File: config.mk
export PLATFORM = sky130hd
export DESIGN_NAME = jk_seq_ctrl_flat
export DESIGN_NICKNAME = d
export VERILOG_FILES = /design/src/rtl/jk_seq_ctrl_if.sv /design/src/rtl/jk_seq_ctrl.sv /design/src/flat_wrapper.sv
export SDC_FILE = /design/constraint.sdc
export NUM_CORES = 1
export LEC_CHECK = 0
export CELL_PAD_IN_SITES_DETAIL_PLACEMENT = 1
export CELL_PAD_IN_SITES_GLOBAL_PLACEMENT = 1
export CORE_MARGIN = 2
export CORE_UTILIZATION = 32
export CTS_CLUSTER_DIAMETER = 100
export DETAILED_ROUTE_END_ITERATION = 7
export PLACE_DENSITY_LB_ADDON = 0.15
export SLEW_MARGIN = 20
export SYNTH_ARGS = -nofsm -noshare
export SYNTH_HDL_FRONTEND = slang
export SYNTH_SLANG_ARGS = --single-unit
File: constraint.sdc
create_clock -name clk -period 3.5 [get_ports clk]
set_input_delay 0.7 -clock clk [delete_from_list [all_inputs] [get_ports clk]]
set_output_delay 0.7 -clock clk [all_outputs]
set_load 0.05 [all_outputs]
File: src/rtl/jk_seq_ctrl_if.sv
// Command handshake between the datapath and the jk_seq_ctrl sequencer.
// The master issues CLEAR/LOAD/UP/DOWN commands; the slave accepts them when ready.
interface jk_seq_ctrl_if #(
  parameter int WIDTH = 4
);
  logic             cmd_valid;
  logic             cmd_ready;
  logic [1:0]       cmd_op;
  logic [WIDTH-1:0] cmd_arg;

  modport master (output cmd_valid, cmd_op, cmd_arg, input cmd_ready);
  modport slave  (input cmd_valid, cmd_op, cmd_arg, output cmd_ready);
endinterface

File: src/rtl/jk_seq_ctrl.sv
// Sequencer for an external bank of JK cells (JK: 00 hold, 01 clear, 10 toggle, 11 set).
// Runs CLEAR/LOAD in one APPLY cycle, and n-step UP/DOWN counts in RUN.
module jk_seq_ctrl #(
  parameter int WIDTH = 4
) (
  input  logic             clk,
  input  logic             rst,
  jk_seq_ctrl_if.slave     cmd,
  input  logic             abort,
  input  logic [WIDTH-1:0] q_in,
  output logic [WIDTH-1:0] j_out,
  output logic [WIDTH-1:0] k_out,
  output logic             busy,
  output logic             done,
  output logic             tc,
  output logic             wrapped
);

  typedef enum logic [1:0] {
    OP_CLEAR = 2'b00,
    OP_LOAD  = 2'b01,
    OP_UP    = 2'b10,
    OP_DOWN  = 2'b11
  } op_e;

  typedef enum logic [1:0] {
    S_IDLE,
    S_APPLY,
    S_RUN,
    S_DONE
  } state_e;

  localparam logic [WIDTH-1:0] ONE = WIDTH'(1);

  state_e           state;
  op_e              op;
  logic [WIDTH-1:0] arg;
  logic [WIDTH-1:0] count;
  logic [WIDTH-1:0] up_en;
  logic [WIDTH-1:0] dn_en;

  // Per-bit toggle enables: bit i flips when all lower bits are ones (up) or zeros (down).
  always_comb begin
    logic ones_below;
    logic zeros_below;
    // NOTE: every always_comb output gets a default first so no path infers a latch.
    ones_below  = 1'b1;
    zeros_below = 1'b1;
    up_en       = '0;
    dn_en       = '0;
    for (int i = 0; i < WIDTH; i++) begin
      up_en[i]    = ones_below;
      dn_en[i]    = zeros_below;
      ones_below  = ones_below & q_in[i];
      zeros_below = zeros_below & ~q_in[i];
    end
  end

  assign tc = (state == S_RUN) && !abort &&
              ((op == OP_UP) ? (&q_in) : ~(|q_in));

  // Excitation depends only on state, latched command, Q_IN and ABORT.
  always_comb begin
    j_out = '0;
    k_out = '0;
    case (state)
      S_APPLY: begin
        k_out = '1;
        if (op == OP_LOAD) j_out = arg;
      end
      S_RUN: begin
        if (!abort) j_out = (op == OP_UP) ? up_en : dn_en;
      end
      default: ;
    endcase
  end

  assign cmd.cmd_ready = (state == S_IDLE);
  assign busy          = (state == S_APPLY) || (state == S_RUN);
  assign done          = (state == S_DONE);

  // NOTE: sequential state uses non-blocking assignments so every register samples pre-edge values.
  always_ff @(posedge clk or posedge rst) begin
    if (rst) begin
      state   <= S_IDLE;
      op      <= OP_CLEAR;
      arg     <= '0;
      count   <= '0;
      wrapped <= 1'b0;
    end else begin
      case (state)
        S_IDLE: begin
          if (cmd.cmd_valid) begin
            op      <= op_e'(cmd.cmd_op);
            arg     <= cmd.cmd_arg;
            wrapped <= 1'b0;
            if (cmd.cmd_op == OP_CLEAR || cmd.cmd_op == OP_LOAD) begin
              state <= S_APPLY;
            end else if (cmd.cmd_arg != '0) begin
              count <= cmd.cmd_arg;
              state <= S_RUN;
            end else begin
              state <= S_DONE;
            end
          end
        end
        S_APPLY: state <= S_DONE;
        S_RUN: begin
          if (abort) begin
            state <= S_DONE;
          end else begin
            if (tc) wrapped <= 1'b1;
            count <= count - ONE;
            if (count == ONE) state <= S_DONE;
          end
        end
        S_DONE:  state <= S_IDLE;
        default: state <= S_IDLE;
      endcase
    end
  end

endmodule

File: src/flat_wrapper.sv
// flat-port wrapper written by rule: the top's interface ports become plain ports
module jk_seq_ctrl_flat 
#(
  parameter int WIDTH = 4
)
  (clk, rst, abort, q_in, j_out, k_out, busy, done, tc, wrapped, cmd_cmd_valid, cmd_cmd_op, cmd_cmd_arg, cmd_cmd_ready);
  jk_seq_ctrl_if #(.WIDTH(WIDTH)) cmd_i ();
  input  logic clk;
  input  logic rst;
  input  logic abort;
  input  logic [WIDTH-1:0] q_in;
  output logic [WIDTH-1:0] j_out;
  output logic [WIDTH-1:0] k_out;
  output logic busy;
  output logic done;
  output logic tc;
  output logic wrapped;
  input wire logic [$bits(cmd_i.cmd_valid)-1:0] cmd_cmd_valid;
  input wire logic [$bits(cmd_i.cmd_op)-1:0] cmd_cmd_op;
  input wire logic [$bits(cmd_i.cmd_arg)-1:0] cmd_cmd_arg;
  output wire logic [$bits(cmd_i.cmd_ready)-1:0] cmd_cmd_ready;
  assign cmd_i.cmd_valid = cmd_cmd_valid;
  assign cmd_i.cmd_op = cmd_cmd_op;
  assign cmd_i.cmd_arg = cmd_cmd_arg;
  assign cmd_cmd_ready = cmd_i.cmd_ready;
  jk_seq_ctrl #(.WIDTH(WIDTH)) u_core (.clk(clk), .rst(rst), .cmd(cmd_i), .abort(abort), .q_in(q_in), .j_out(j_out), .k_out(k_out), .busy(busy), .done(done), .tc(tc), .wrapped(wrapped));
endmodule
# Word-level counts from Yosys, hierarchy flattened
# Index checks and enable logic that the tools add are counted.
dict set report word_totals {
  mem_count 0
  ramBits 0
  output_inout_bits 13
  register_bits 13
  mem_bits_ro 0
  in_bits 14
  latch_bits 0
  elab_cells 63
}
dict set report op_classes {
  n_div 0
  n_mux 21
  n_addsub 1
  bitwise_logic 8
  n_lt_le_gt_ge 0
  n_shift 0
  n_eq_ne 13
  n_reduce_logical 15
  multipliers 0
}
# cell count
set op_table {}
lappend op_table {{2-to-1 mux 4 bit} 8}
lappend op_table {{case mux 4 bit (2 select lines)} 2}
lappend op_table {{2-to-1 mux 2 bit} 4}
lappend op_table {{!= test 2 bit (second input constant)} 4}
lappend op_table {{case mux 2 bit (4 select lines)} 1}
lappend op_table {{AND reduction 4 bit} 2}
lappend op_table {{equality test 2 x 1 -> 1 bit (second input constant)} 3}
lappend op_table {{equality test 2 bit (second input constant)} 3}
lappend op_table {{2-to-1 mux 1 bit} 5}
lappend op_table {{AND reduction 5 bit} 1}
lappend op_table {{bitwise AND 1 bit} 4}
lappend op_table {{equality test 4 x 1 -> 1 bit (second input constant)} 1}
lappend op_table {{zero test 2 bit} 2}
lappend op_table {{inverter 1 bit} 4}
lappend op_table {{AND reduction 2 bit} 2}
lappend op_table {{nonzero test 4 bit} 1}
lappend op_table {{OR reduction 4 bit} 1}
lappend op_table {{subtractor 4 x 1 -> 4 bit (second input constant)} 1}
lappend op_table {{!= test 3 bit (second input constant)} 1}
lappend op_table {{logical AND 1 bit} 2}
lappend op_table {{logical OR 1 bit} 2}
lappend op_table {{!= test 2 x 1 -> 1 bit (second input constant)} 1}
lappend op_table {{case mux 1 bit (2 select lines)} 1}
lappend op_table {{nonzero test 2 bit} 1}
lappend op_table {{zero test 1 bit} 1}

# Depth between registers and ports, before layout
dict set report depth {
  depth_word 7
  depth_mapped 7
  ltp_nobuf 6
}

# Worst setup path after synthesis
# OpenSTA, ideal clock, no wires.
dict set report synth_timing {
  kind {register -> output}
  from {register u_core.state[1]}
  to {output port j_out[2]}
  path_slack_ps 664
  required_time_ps 2800
  n_path_buf 0
  path_stages_with_launch 7
  arrival_time_ps 2136
  cell_sequence {dfrtp_1 -> inv_1 -> ha_1 -> nand2_1 -> nor2_1 -> nand2_1 -> a21boi_1}
}
dict set report synth_via {
  elab_chain_len 2
  elab_cells_between_ends 3
  cone_classes {2 x eq/ne; 1 x mux}
}
# element line
set synth_lines {}
lappend synth_lines {{start: declaration} jk_seq_ctrl.sv:35} ;# state_e state;
lappend synth_lines {{start signal: assignment} jk_seq_ctrl.sv:85} ;# state <= S_IDLE;
lappend synth_lines {{start signal: assignment} jk_seq_ctrl.sv:98} ;# state <= S_APPLY;
lappend synth_lines {{start signal: assignment} jk_seq_ctrl.sv:101} ;# state <= S_RUN;
lappend synth_lines {{equality test 2 bit / equality test 2 x 1 -> 1 bit (equally long branches)} jk_seq_ctrl.sv:66} ;# case (state)
lappend synth_lines {{case mux 4 bit (2 select lines) *} jk_seq_ctrl.sv:66}
lappend synth_lines {{end: declaration} flat_wrapper.sv:12} ;# output logic [WIDTH-1:0] j_out;
# Every way passes the cells marked *; elsewhere a longest branch is shown, timed or not.

# Worst setup path in the final report
dict set report layout_timing {
  from {register u_core.state[0]}
  to {output port j_out[3]}
}
# Same word-level chain as after synthesis.

==> results.json <==
{
  "synth_mux_area_share_pct": 9.01,
  "synthXorXnorAreaFrac_pct": 1.83,
  "synth_area_per_cell_um2": 9.22,
  "routed_wirelength_mm": 2.43,
  "mostFrequentLayoutCells": "clkdlybuf4s50_1, dfrtp_1, nand2_1",
  "viasPerCell": 5.38,
  "startpoint": "u_core.state[0]$_DFFE_PP0P_",
  "yosysSeqAreaShare_pct": 33.9,
  "grt_max_degree": 14,
  "whs_ns": 0.503,
  "startpoint_type": "flop",
  "num_antenna_cells": 0,
  "post_cts_buffers": 0,
  "outcome": "complete, but fails checks",
  "grt_pass1_vias": 862,
  "p_total_mw": 1.16,
  "detail_route.wl_per_cell_um": 15.3,
  "cp-end-kind": "output pin",
  "hold_violations": 0,
  "fin_crit_sh_pct": 80.4,
  "clock_path_buffers": 2,
  "clock_latency_ns": 0.28,
  "rsz0062_at_grt": "no",
  "die_area_um2": 3450,
  "yosys.area_share.simple_pct": 23.9,
  "start_util_pct": 34.2,
  "crit_arrival_ns": 2.11,
  "yosys_warnings": 0,
  "place_congestion": 0.775,
  "clock_sinks": 13,
  "clkTransAtPathRegs_ns": 0.08,
  "finish.net_count": 150,
  "hpwl_mm": 1.92,
  "path_max_fanout": 11,
  "worst-setup-path-type": "flop to output pin",
  "syn_inst": 104,
  "final_core_util_pct": 44.1,
  "max_slew.worst_pin.slew_ns": 0.514,
  "timing.rr.start": "u_core.state[0]$_DFFE_PP0P_",
  "track_usage_pct": 15.8,
  "drc": 2,
  "syn_to_final_growth_pct": 29.1,
  "postRouteAntennaNets": 0,
  "die_height_um": 58.7,
  "num_io_pins": 27,
  "synth_area_um2": 958,
  "synth_nets": 125,
  "slew_headroom_pct": 65.7,
  "core_area_um2": 2810,
  "final_max_slew_viol_count": 0,
  "cts_tree": "done",
  "ys_seq_elements": 13,
  "firstDrtPassIters": 6,
  "power_leakage_nw": 0.524,
  "routed-via-count": 856,
  "drt-initial-drc-count": 12,
  "min_from": "u_core.arg[2]$_DFFE_PP0P_",
  "fin_skew_ns": 0.00340,
  "ctsHoldBuffers": 0,
  "setup_violations": 0,
  "htreeDepth": 1,
  "die_x_um": 58.7,
  "antenna_found_initial": 0,
  "rows": 19,
  "violations": "design-rule violations",
  "layout-drive-gt1-share_pct": 10.2,
  "worstPathRequired_ns": 2.80,
  "final_common_cell": "clkdlybuf4s50_1",
  "synth_fa_ha_area_share_pct": 9.14,
  "synth_cell_types": 41,
  "synth_top_family_by_area": "simple AND/OR/NAND/NOR gates",
  "io_buffers": 26,
  "ctsResizeCount": 0,
  "synth_compound_area_share_pct": 16.3,
  "setup-tns-final_ns": 0,
  "overflow": 0,
  "cts_made_buffers": 3,
  "fin_crit_ns": 2.81,
  "vdd_ir_drop_max_mv": 0.417,
  "maxCapViolations": 0,
  "cts_root_buf": "clkbuf_4",
  "fmax_mhz": 355,
  "power.density_nw_per_um2": 941,
  "hold_path.class": "flop to flop",
  "grt_pass1_wl_mm": 4.04
}
[metrics by stage]
step	setup WS, ns	cells	instance area [µm²]
finish	0.686	159	1240
global route	0.504	159	1240
CTS	0.653	159	1240
detailed placement	0.731	155	1210
global placement	0.776	155	1210
floorplan	0.664	104	958
[worst paths after layout]
path | slack (ns) | endpoint | cells after the start
min in group asynchronous | 0.75 | u_core.wrapped$_DFFE_PP0P_ | 2
max reg2reg | 1.48 | u_core.count[3]$_DFFE_PP0P_ | 6
max | 0.69 | j_out[3] | 6
max in group asynchronous | 2.41 | u_core.arg[2]$_DFFE_PP0P_ | 2
min reg2reg | 0.50 | u_core.arg[2]$_DFFE_PP0P_ | 1
min | 0.50 | u_core.arg[2]$_DFFE_PP0P_ | 1
[kinds of logic (layout without fill, tap and decap cells)]
| family | count (synthesis) | count (layout) |
|---|---|---|
| compound gates | 20 | 20 |
| fa+ha+maj | 7 | 7 |
| simple gates | 42 | 42 |
| xor+xnor | 2 | 2 |
| mux | 8 | 8 |
| buf+inv | 12 | 36 |
| flops | 13 | 13 |
[routing by layer]
| layer | global-route usage, % | part of all wire (%) | vias up |
|---|---|---|---|
| li1 | - | - | 415 |
| met1 | 21.6 | 48 | 414 |
| met2 | 24.9 | 46 | 22 |
| met3 | 2.20 | 4.7 | 5 |
| met4 | 6.82 | 2.0 | 0 |
| met5 | 0 | 0 | - |
[worst max-delay path, stage by stage (launching register included)]
cell	delay, ns
dfrtp_1	0.42
inv_1	0.12
ha_1	0.40
nor2b_1	0.38
o21ai_1	0.15
o21ai_1	0.16
buf_4	0.21
[final cells by class]
cell class	instances	area (µm²)
Tap cell	31	38.8
Timing Repair Buffer	26	248
Sequential cell	13	325
Clock buffer	4	26.3
Multi-Input combinational cell	79	577
Inverter	6	22.5
Fill cell	342	1570
[cells in the mapped netlist, drive strengths merged]
library cell  count  area share, %
a2bb2oi           2            1.8
a21oi             3            1.6
inv               6            2.3
clkbuf            3            1.2
o21a              1           0.78
xnor2             2            1.8
a22oi             1           0.78
buf               3            2.3
mux2i             3            3.1
a22o              1           0.91
nor2              7            2.7
or3               1           0.65
dfrtp            13             34
a311oi            1           0.91
nand3             3            1.6
a21boi            1           0.78
and3              1           0.65
and4              1           0.91
a211o             1           0.91
nand3b            1           0.78
a21o              1           0.78
nor3              2            1.0
nand4b            1           0.91
ha                7            9.1
nor3b             2            1.6
o22ai             1           0.65
mux2              5            5.9
nand2b            1           0.65
nor4              2            1.3
o221a             1            1.2
or2               1           0.65
nand2            10            3.9
o21ai             5            3.0
nand4             2            1.3
nor2b             5            3.3
or4               2            2.0
a31oi             1            2.2
[report_power, final]
group / internal [mW] / total (mW) / switching, mW
registers: 0.222 / 0.280 / 0.0579
logic: 0.297 / 0.788 / 0.491
clock network: 0.0443 / 0.0954 / 0.0512
[state kept, by name, summed over array words and instances, names as in the netlist]
name / flops
u_core.wrapped: 1
u_core.arg: 4
u_core.count: 4
u_core.state: 2
u_core.op: 2
No activity file was read; power rests on OpenSTA's default activity.
